### src/rtl/medidor_tono_if.sv
// medidor_tono_if: tone input and period/key measurement results of the tone meter
interface medidor_tono_if #(
    parameter int PER_W = 22
);
    logic             tono_in;
    logic [PER_W-1:0] periodo;
    logic             periodo_valid;
    logic [6:0]       tecla;
    logic             silencio;

    modport master (output tono_in, input periodo, periodo_valid, tecla, silencio);
    modport slave  (input tono_in, output periodo, periodo_valid, tecla, silencio);
endinterface

### src/rtl/medidor_tono.sv
// medidor_tono: measures the tone square-wave period in clk cycles and decodes it to a one-hot key
module medidor_tono #(
    parameter int PER_W   = 22,
    parameter int TIMEOUT = 2000000,
    parameter int TOL     = 1024,
    parameter int P_DO    = 191113,
    parameter int P_RE    = 170265,
    parameter int P_MI    = 151685,
    parameter int P_FA    = 143172,
    parameter int P_SOL   = 127551,
    parameter int P_LA    = 113636,
    parameter int P_SI    = 101239
) (
    input  logic                 clk,
    input  logic                 reset,
    medidor_tono_if.slave        m_if
);
    typedef enum logic {ESPERA, MIDIENDO} state_t;

    localparam logic [PER_W-1:0] TMO   = PER_W'(TIMEOUT);
    localparam logic [PER_W-1:0] TOL_V = PER_W'(TOL);
    localparam logic [PER_W-1:0] NOM [7] = '{PER_W'(P_DO), PER_W'(P_RE), PER_W'(P_MI), PER_W'(P_FA),
                                             PER_W'(P_SOL), PER_W'(P_LA), PER_W'(P_SI)};

    logic             r_sync1, r_sync2, r_prev, r_sube;
    state_t           r_state, w_state_n;
    logic [PER_W-1:0] r_cnt, w_cnt_n;
    logic [PER_W-1:0] r_periodo;
    logic             r_valid;
    logic [6:0]       r_tecla, w_dec;
    logic             r_sil;
    logic             w_meas, w_tout;

    // Scanning from the highest index down lets the lowest matching key win.
    function automatic logic [6:0] decode(input logic [PER_W-1:0] c);
        logic [PER_W-1:0] d;
        decode = '0;
        for (int i = 6; i >= 0; i--) begin
            d = (c >= NOM[i]) ? c - NOM[i] : NOM[i] - c;
            if (d <= TOL_V) begin
                decode    = '0;
                decode[i] = 1'b1;
            end
        end
    endfunction

    // Two-flop synchronizer on the asynchronous tone, then a registered rising-edge strobe.
    always_ff @(posedge clk) begin
        if (reset) begin
            r_sync1 <= 1'b0;
            r_sync2 <= 1'b0;
            r_prev  <= 1'b0;
            r_sube  <= 1'b0;
        end else begin
            r_sync1 <= m_if.tono_in;
            r_sync2 <= r_sync1;
            r_prev  <= r_sync2;
            r_sube  <= r_sync2 & ~r_prev;
        end
    end

    // Next state and counter: the first edge only arms, later edges end a period, a full count means silence.
    always_comb begin
        w_state_n = r_state;
        w_cnt_n   = '0;
        w_meas    = 1'b0;
        w_tout    = 1'b0;
        w_dec     = decode(r_cnt);
        if (r_state == ESPERA) begin
            if (r_sube) begin
                w_state_n = MIDIENDO;
                w_cnt_n   = PER_W'(1);
            end
        end else if (r_sube) begin
            w_meas  = 1'b1;
            w_cnt_n = PER_W'(1);
        end else if (r_cnt == TMO) begin
            w_tout    = 1'b1;
            w_state_n = ESPERA;
        end else begin
            w_cnt_n = r_cnt + PER_W'(1);
        end
    end

    // State, counter and result registers; results change only on a measurement or a timeout.
    always_ff @(posedge clk) begin
        if (reset) begin
            r_state   <= ESPERA;
            r_cnt     <= '0;
            r_periodo <= '0;
            r_valid   <= 1'b0;
            r_tecla   <= '0;
            r_sil     <= 1'b1;
        end else begin
            r_state <= w_state_n;
            r_cnt   <= w_cnt_n;
            r_valid <= w_meas;
            if (w_meas) begin
                r_periodo <= r_cnt;
                r_tecla   <= w_dec;
                r_sil     <= 1'b0;
            end else if (w_tout) begin
                r_periodo <= '0;
                r_tecla   <= '0;
                r_sil     <= 1'b1;
            end
        end
    end

    assign m_if.periodo       = r_periodo;
    assign m_if.periodo_valid = r_valid;
    assign m_if.tecla         = r_tecla;
    assign m_if.silencio      = r_sil;
endmodule

### src/flat_wrapper.sv
// flat-port wrapper written by rule: the top's interface ports become plain ports
module medidor_tono_flat 
#(
    parameter int PER_W   = 22,
    parameter int TIMEOUT = 2000000,
    parameter int TOL     = 1024,
    parameter int P_DO    = 191113,
    parameter int P_RE    = 170265,
    parameter int P_MI    = 151685,
    parameter int P_FA    = 143172,
    parameter int P_SOL   = 127551,
    parameter int P_LA    = 113636,
    parameter int P_SI    = 101239
)
  (clk, reset, m_if_tono_in, m_if_periodo, m_if_periodo_valid, m_if_tecla, m_if_silencio);
  medidor_tono_if #(.PER_W(PER_W)) m_if_i ();
  input  logic clk;
  input  logic reset;
  input wire logic [$bits(m_if_i.tono_in)-1:0] m_if_tono_in;
  output wire logic [$bits(m_if_i.periodo)-1:0] m_if_periodo;
  output wire logic [$bits(m_if_i.periodo_valid)-1:0] m_if_periodo_valid;
  output wire logic [$bits(m_if_i.tecla)-1:0] m_if_tecla;
  output wire logic [$bits(m_if_i.silencio)-1:0] m_if_silencio;
  assign m_if_i.tono_in = m_if_tono_in;
  assign m_if_periodo = m_if_i.periodo;
  assign m_if_periodo_valid = m_if_i.periodo_valid;
  assign m_if_tecla = m_if_i.tecla;
  assign m_if_silencio = m_if_i.silencio;
  medidor_tono #(.PER_W(PER_W), .TIMEOUT(TIMEOUT), .TOL(TOL), .P_DO(P_DO), .P_RE(P_RE), .P_MI(P_MI), .P_FA(P_FA), .P_SOL(P_SOL), .P_LA(P_LA), .P_SI(P_SI)) u_core (.clk(clk), .reset(reset), .m_if(m_if_i));
endmodule
### config.mk
export PLATFORM = sky130hd
export DESIGN_NAME = medidor_tono_flat
export DESIGN_NICKNAME = d
export VERILOG_FILES = /design/src/rtl/medidor_tono_if.sv /design/src/rtl/medidor_tono.sv /design/src/flat_wrapper.sv
export SDC_FILE = /design/constraint.sdc
export NUM_CORES = 1
export LEC_CHECK = 0
export BUFFER_PORTS_ARGS = -buffer_cell sky130_fd_sc_hd__buf_2
export CAP_MARGIN = 30
export CORE_MARGIN = 5
export CORE_UTILIZATION = 50
export CTS_CLUSTER_SIZE = 16
export DETAILED_ROUTE_END_ITERATION = 16
export GPL_TIMING_DRIVEN = 1
export PLACE_DENSITY = 0.65
export SKIP_CTS_REPAIR_TIMING = 1
export SYNTH_ARGS = -nofsm -noshare
export SYNTH_HDL_FRONTEND = slang
export SYNTH_SLANG_ARGS = --single-unit
### constraint.sdc
create_clock -name clk -period 3.6 [get_ports clk]
set_clock_uncertainty 0.05 [all_clocks]
set_input_delay 0.18 -clock clk [delete_from_list [all_inputs] [get_ports clk]]
set_output_delay 0.18 -clock clk [all_outputs]
set_load 0.005 [all_outputs]
Word-level counts from Yosys, hierarchy flattened
Index checks and enable logic that the tools add are counted.

Eq/ne operators: 1. Add/sub/neg operators: 15. Bitwise operators: 2. $lt $le $gt $ge: 14. Muxes and demuxes: 32. Reductions and logical operators: 1.

Operators by type and width (count): 2-to-1 mux 22 bit (12); <= comparator 22 x 11 -> 1 bit, second input constant (7); greater-or-equal comparator 22 x 18 -> 1 bit, second input constant (4); subtractor 18 x 22 -> 22 bit, first input constant (4); subtractor 22 x 18 -> 22 bit, second input constant (4); greater-or-equal comparator 22 x 17 -> 1 bit, second input constant (3); subtractor 17 x 22 -> 22 bit, first input constant (3); subtractor 22 x 17 -> 22 bit, second input constant (3); 2-to-1 mux 7 bit (9); adder 22 x 1 -> 22 bit, second input constant (1); equality test 22 x 21 -> 1 bit, second input constant (1); 2-to-1 mux 1 bit (11); nonzero test 2 bit (1); bitwise AND 1 bit (1); inverter 1 bit (1).

Register bits: 58. Output and inout bits: 31. Logic and storage cells: 75. Bits of input ports: 3.

Logic depth before layout (Yosys ltp)
Word-level depth: 11. Mapped depth: 16. Depth with buffers taken out: 11.

Worst setup path after synthesis
OpenSTA, ideal clock, no wires.

Path type: flip-flop to flip-flop. Start: reg u_core.r_cnt[6]. End: reg u_core.r_tecla[0] (netlist: u_core.m_if.tecla[0]). Stages on the path, launching flop included: 15. Period minus slack after synthesis: 3.798 ns. Data required time: 3.491 ns. Path slack: -0.198 ns. Data arrival time: 3.689 ns. Setup time: 0.059 ns. Buffers on the path: 3. Cell sequence: dfxtp_1 clkbuf_1 clkbuf_1 clkinv_1 ha_1 clkbuf_1 nor4b_1 and4_1 a41o_1 a31oi_1 mux2i_1 xnor2_1 a41oi_1 nor4_1 a22o_1.

Word-level cells in the longest chain between the ends: 10. Elaborated cells between the ends (all ways): 42. Those cells by class: add/sub: 12; order compare: 12; eq/ne: 1; mux: 16; reduce/logical: 1.

Ends and longest elaborated chain: start, declared (RTL line medidor_tono.sv:27) `logic [PER_W-1:0] r_cnt, w_cnt_n;`; start signal, assigned (RTL line medidor_tono.sv:96) `r_cnt <= w_cnt_n;`; subtractor 17 x 22 -> 22 bit, or another cell as far along (RTL line medidor_tono.sv:39) `d = (c >= NOM[i]) ? c - NOM[i] : NOM[i] - c;`; 2-to-1 mux 22 bit (RTL line medidor_tono.sv:39); <= comparator 22 x 11 -> 1 bit (RTL line medidor_tono.sv:40) `if (d <= TOL_V) begin`; 2-to-1 mux 7 bit (6 in a row) (RTL line medidor_tono.sv:40); 2-to-1 mux 7 bit (RTL line medidor_tono.sv:98) `if (w_meas) begin`; end signal, assigned (RTL line medidor_tono.sv:100) `r_tecla <= w_dec;`; end, declared (RTL line medidor_tono.sv:30) `logic [6:0] r_tecla, w_dec;`.

Several ways; a longest one is shown, not always the timed one. A chain may end at the register's enable or synchronous reset.

Worst setup path after layout
Start: reg u_core.r_cnt[7]. End: reg u_core.r_tecla[4] (netlist: u_core.m_if.tecla[4]).

Same word-level chain as after synthesis.

==> insert_results.sql <==
INSERT INTO impl_metrics (metric_group, metric, value, unit) VALUES
('grt', 'grt_met2_usage', '59.2', '%'),
('clocking', 'cts_made_buffers', '9', ''),
('routing', 'antenna_left', '0', ''),
('grt', 'antenna_found_initial', '0', ''),
('synthesis', 'synthesized_area_per_cell', '6.89', 'um^2'),
('grt', 'groute.layer.met3.usage', '7.21', '%'),
('synthesis', 'netlist-cell-type-count', '95', ''),
('floorplanning', 'initial_utilization', '51.2', '%'),
('cells_and_area', 'layout.area.seq', '0.00116', 'mm^2'),
('place', 'postPlaceCellArea', '0.00980', 'mm^2'),
('cells_and_area', 'num-fill-cells', '1615', ''),
('timing', 'postLayoutSetupSlackWorst', '0.0341', 'ns'),
('synthesis', 'yosys.area_share.adder', '4.39', '%'),
('power_and_ir_drop', 'power_density', '172', 'mW/mm^2'),
('place', 'dp_hpwl', '29200', 'um'),
('timing', 'timing.max_slew.rel_slack', '41.8', '%'),
('grt', 'grt_met1_use', '50.1', '%'),
('synthesis', 'synth_xor_area_share', '10.7', '%'),
('cells_and_area', 'proportion_of_layout_cells_with_a_drive_suffix_above_1', '19.4', '%'),
('synthesis', 'synth-async-reset-ratio', '0', '%'),
('synthesis', 'ys_top_cells_by_area', 'dfxtp_1 (14%), xnor2_1 (9.5%), nand2_1 (6.1%)', ''),
('routing', 'detailedRoute.firstIterationViolations', '1561', ''),
('setup_path', 'critical_path.max_fanout', '17', ''),
('setup_path', 'cp_cell_sequence', 'inv_2 -> buf_6 -> ha_1 -> nand2b_1 -> a21oi_1 -> a21oi_1 -> or3_1 -> buf_4 -> or4_1 -> a21oi_1 -> a32oi_1 -> nor4b_2 -> a22o_1', ''),
('synthesis', 'post_synthesis_cell_area', '0.00854', 'mm^2'),
('cells_and_area', 'utilization', '61.0', '%'),
('grt', 'grt_use_total', '38.1', '%'),
('clocking', 'tritoncts', 'yes', ''),
('setup_path', 'critical_path_required', '3.85', 'ns'),
('floorplanning', 'horiz_die_dim', '141', 'um'),
('synthesis', 'synth-edff-count', '0', ''),
('synthesis', 'yosysMostFrequentCell', 'nand2_1', ''),
('floorplanning', 'die_area', '0.0198', 'mm^2'),
('setup_path', 'timing.critical_path.slowest_cell_delay', '0.41', 'ns'),
('clocking', 'clkTransAtPathRegs', '0.06', 'ns'),
('routing', 'firstDrtPassIters', '7', ''),
('setup_path', 'critPathTopFamily', 'simple AND/OR/NAND/NOR gates', ''),
('timing', 'final_hold_slack', '0.0101', 'ns'),
('timing', 'rsz0062_at_grt', 'no', ''),
('clocking', 'clock_path_buffers', '2', ''),
('synthesis', 'postSynthCellCount', '1240', ''),
('synthesis', 'synth-compound-area-share', '30.9', '%'),
('cells_and_area', 'final_area', '0.0102', 'mm^2'),
('setup_path', 'setup.worst_path.end_class', 'register', ''),
('worst_hold_path', 'hold_path.class', 'in2reg', ''),
('power_and_ir_drop', 'power_leakage', '4.00', 'nW'),
('routing', 'drt_wl_total', '38600', 'um'),
('clocking', 'clk_root_buf', 'clkbuf_16', ''),
('timing', 'max_freq', '0.280', 'GHz'),
('outcome', 'outcome', 'finished, final reports clean', ''),
('place', 'buffer_ports.inserted', '33', ''),
('setup_path', 'setup.reg_to_reg.worst_slack', '0.03', 'ns'),
('setup_path', 'cp-start-kind', 'register', ''),
('synthesis', 'postSynthNetCount', '1273', ''),
('floorplanning', 'std_cell_rows', '47', ''),
('flow_run', 'cap_violations', '0', ''),
('routing', 'remaining_drc_errors', '0', ''),
('cells_and_area', 'nets', '1365', ''),
('floorplanning', 'die_span_in_y', '141', 'um'),
('synthesis', 'synth.yosys.seq_area_share', '13.6', '%'),
('setup_path', 'crit_path_frequent_cell', 'a21oi_1', ''),
('cells_and_area', 'diodes', '0', ''),
('routing', 'avgRoutedWirePerCell', '24.8', 'um'),
('setup_path', 'timing_worst_setup_path_type', 'reg2reg', ''),
('floorplanning', 'io_pins', '34', ''),
('timing', 'setup_viol', '0', ''),
('synthesis', 'synthFlopType', 'dfxtp_1', ''),
('floorplanning', 'core', '0.0167', 'mm^2'),
('synthesis', 'synth_top_family_by_area', 'compound AO/OA/AOI/OAI gates', ''),
('setup_path', 'timing.critical_path.slowest_stage_cell', 'or4_1', ''),
('power_and_ir_drop', 'fin_total_pwr', '1.75', 'mW');
## metrics by stage
step | cells | TNS [ns]
after floorplan | 1240 | 0
after global placement | 1540 | 0
after detailed placement | 1541 | -0.0379
after CTS | 1557 | -0.0695
after global routing | 1557 | 0
final | 1557 | 0
## cell type report
cell class,instances,area share (%)
clock buffers,10,2.34
clock inverters,6,1.12
inverters,25,0.933
multi-input cells,1044,67.3
flip-flops and latches,58,11.4
well taps,220,2.70
repair buffers,194,14.2
## flip-flops by register name, indices dropped and copies added, names as in the netlist
| register | flops |
|---|---|
| u_core.m_if.periodo | 22 |
| u_core.r_cnt | 22 |
| u_core.m_if.tecla | 7 |
| u_core.m_if.periodo_valid | 1 |
| u_core.m_if.silencio | 1 |
| u_core.r_prev | 1 |
| u_core.r_state | 1 |
| u_core.r_sube | 1 |
| u_core.r_sync1 | 1 |
| u_core.r_sync2 | 1 |
## metal layers
metal  part of all wire, %  vias up  routed length, um
li1                      -     4765                  -
met1                    39     4890              15000
met2                    44      803              16900
met3                    11      180               4430
met4                   6.0        0               2300
met5                     0        -                  0
## cell families after synthesis
logic type | after synthesis
xor+xnor | 104
simple gates | 476
compound gates | 388
mux | 46
buf+inv | 138
fa+ha+maj | 30
flops | 58
## report_power, final
group          leakage (nW)  internal [mW]  switching [mW]
Combinational          3.37         0.0105          0.0201
Clock                 0.165          0.697           0.376
Sequential            0.469          0.644         0.00171
## cell usage in the layout, fill, tap and decap left out, types with 7 or more instances in the layout
| master | n |
|---|---|
| xor2_1 | 11 |
| ha_1 | 30 |
| nand4_1 | 18 |
| xnor2_1 | 93 |
| a311oi_1 | 9 |
| nor2_1 | 99 |
| nand2_1 | 137 |
| o21ai_0 | 88 |
| buf_2 | 33 |
| dfxtp_1 | 56 |
| or3_1 | 16 |
| nor2b_1 | 17 |
| nand3_1 | 38 |
| clkbuf_16 | 9 |
| nor4_1 | 13 |
| o31ai_1 | 15 |
| a21oi_1 | 73 |
| or4_1 | 7 |
| or2_2 | 11 |
| and3_1 | 8 |
| a31oi_1 | 29 |
| nand2b_1 | 14 |
| a21o_1 | 14 |
| and2_1 | 11 |
| o211ai_1 | 13 |
| mux2i_1 | 43 |
| buf_4 | 154 |
| a211oi_1 | 21 |
| inv_1 | 20 |
| o22ai_1 | 15 |
| nor3_1 | 44 |
## path summary, 6_finish.rpt
path                         from  cells after the start                    to
setup / recovery  u_core.r_cnt[7]                     13  u_core.m_if.tecla[4]
hold / removal       m_if_tono_in                      2        u_core.r_sync1
setup reg to reg  u_core.r_cnt[7]                     13  u_core.m_if.tecla[4]
hold reg to reg     u_core.r_prev                      1         u_core.r_sube
(Power assumes the default switching activity.)
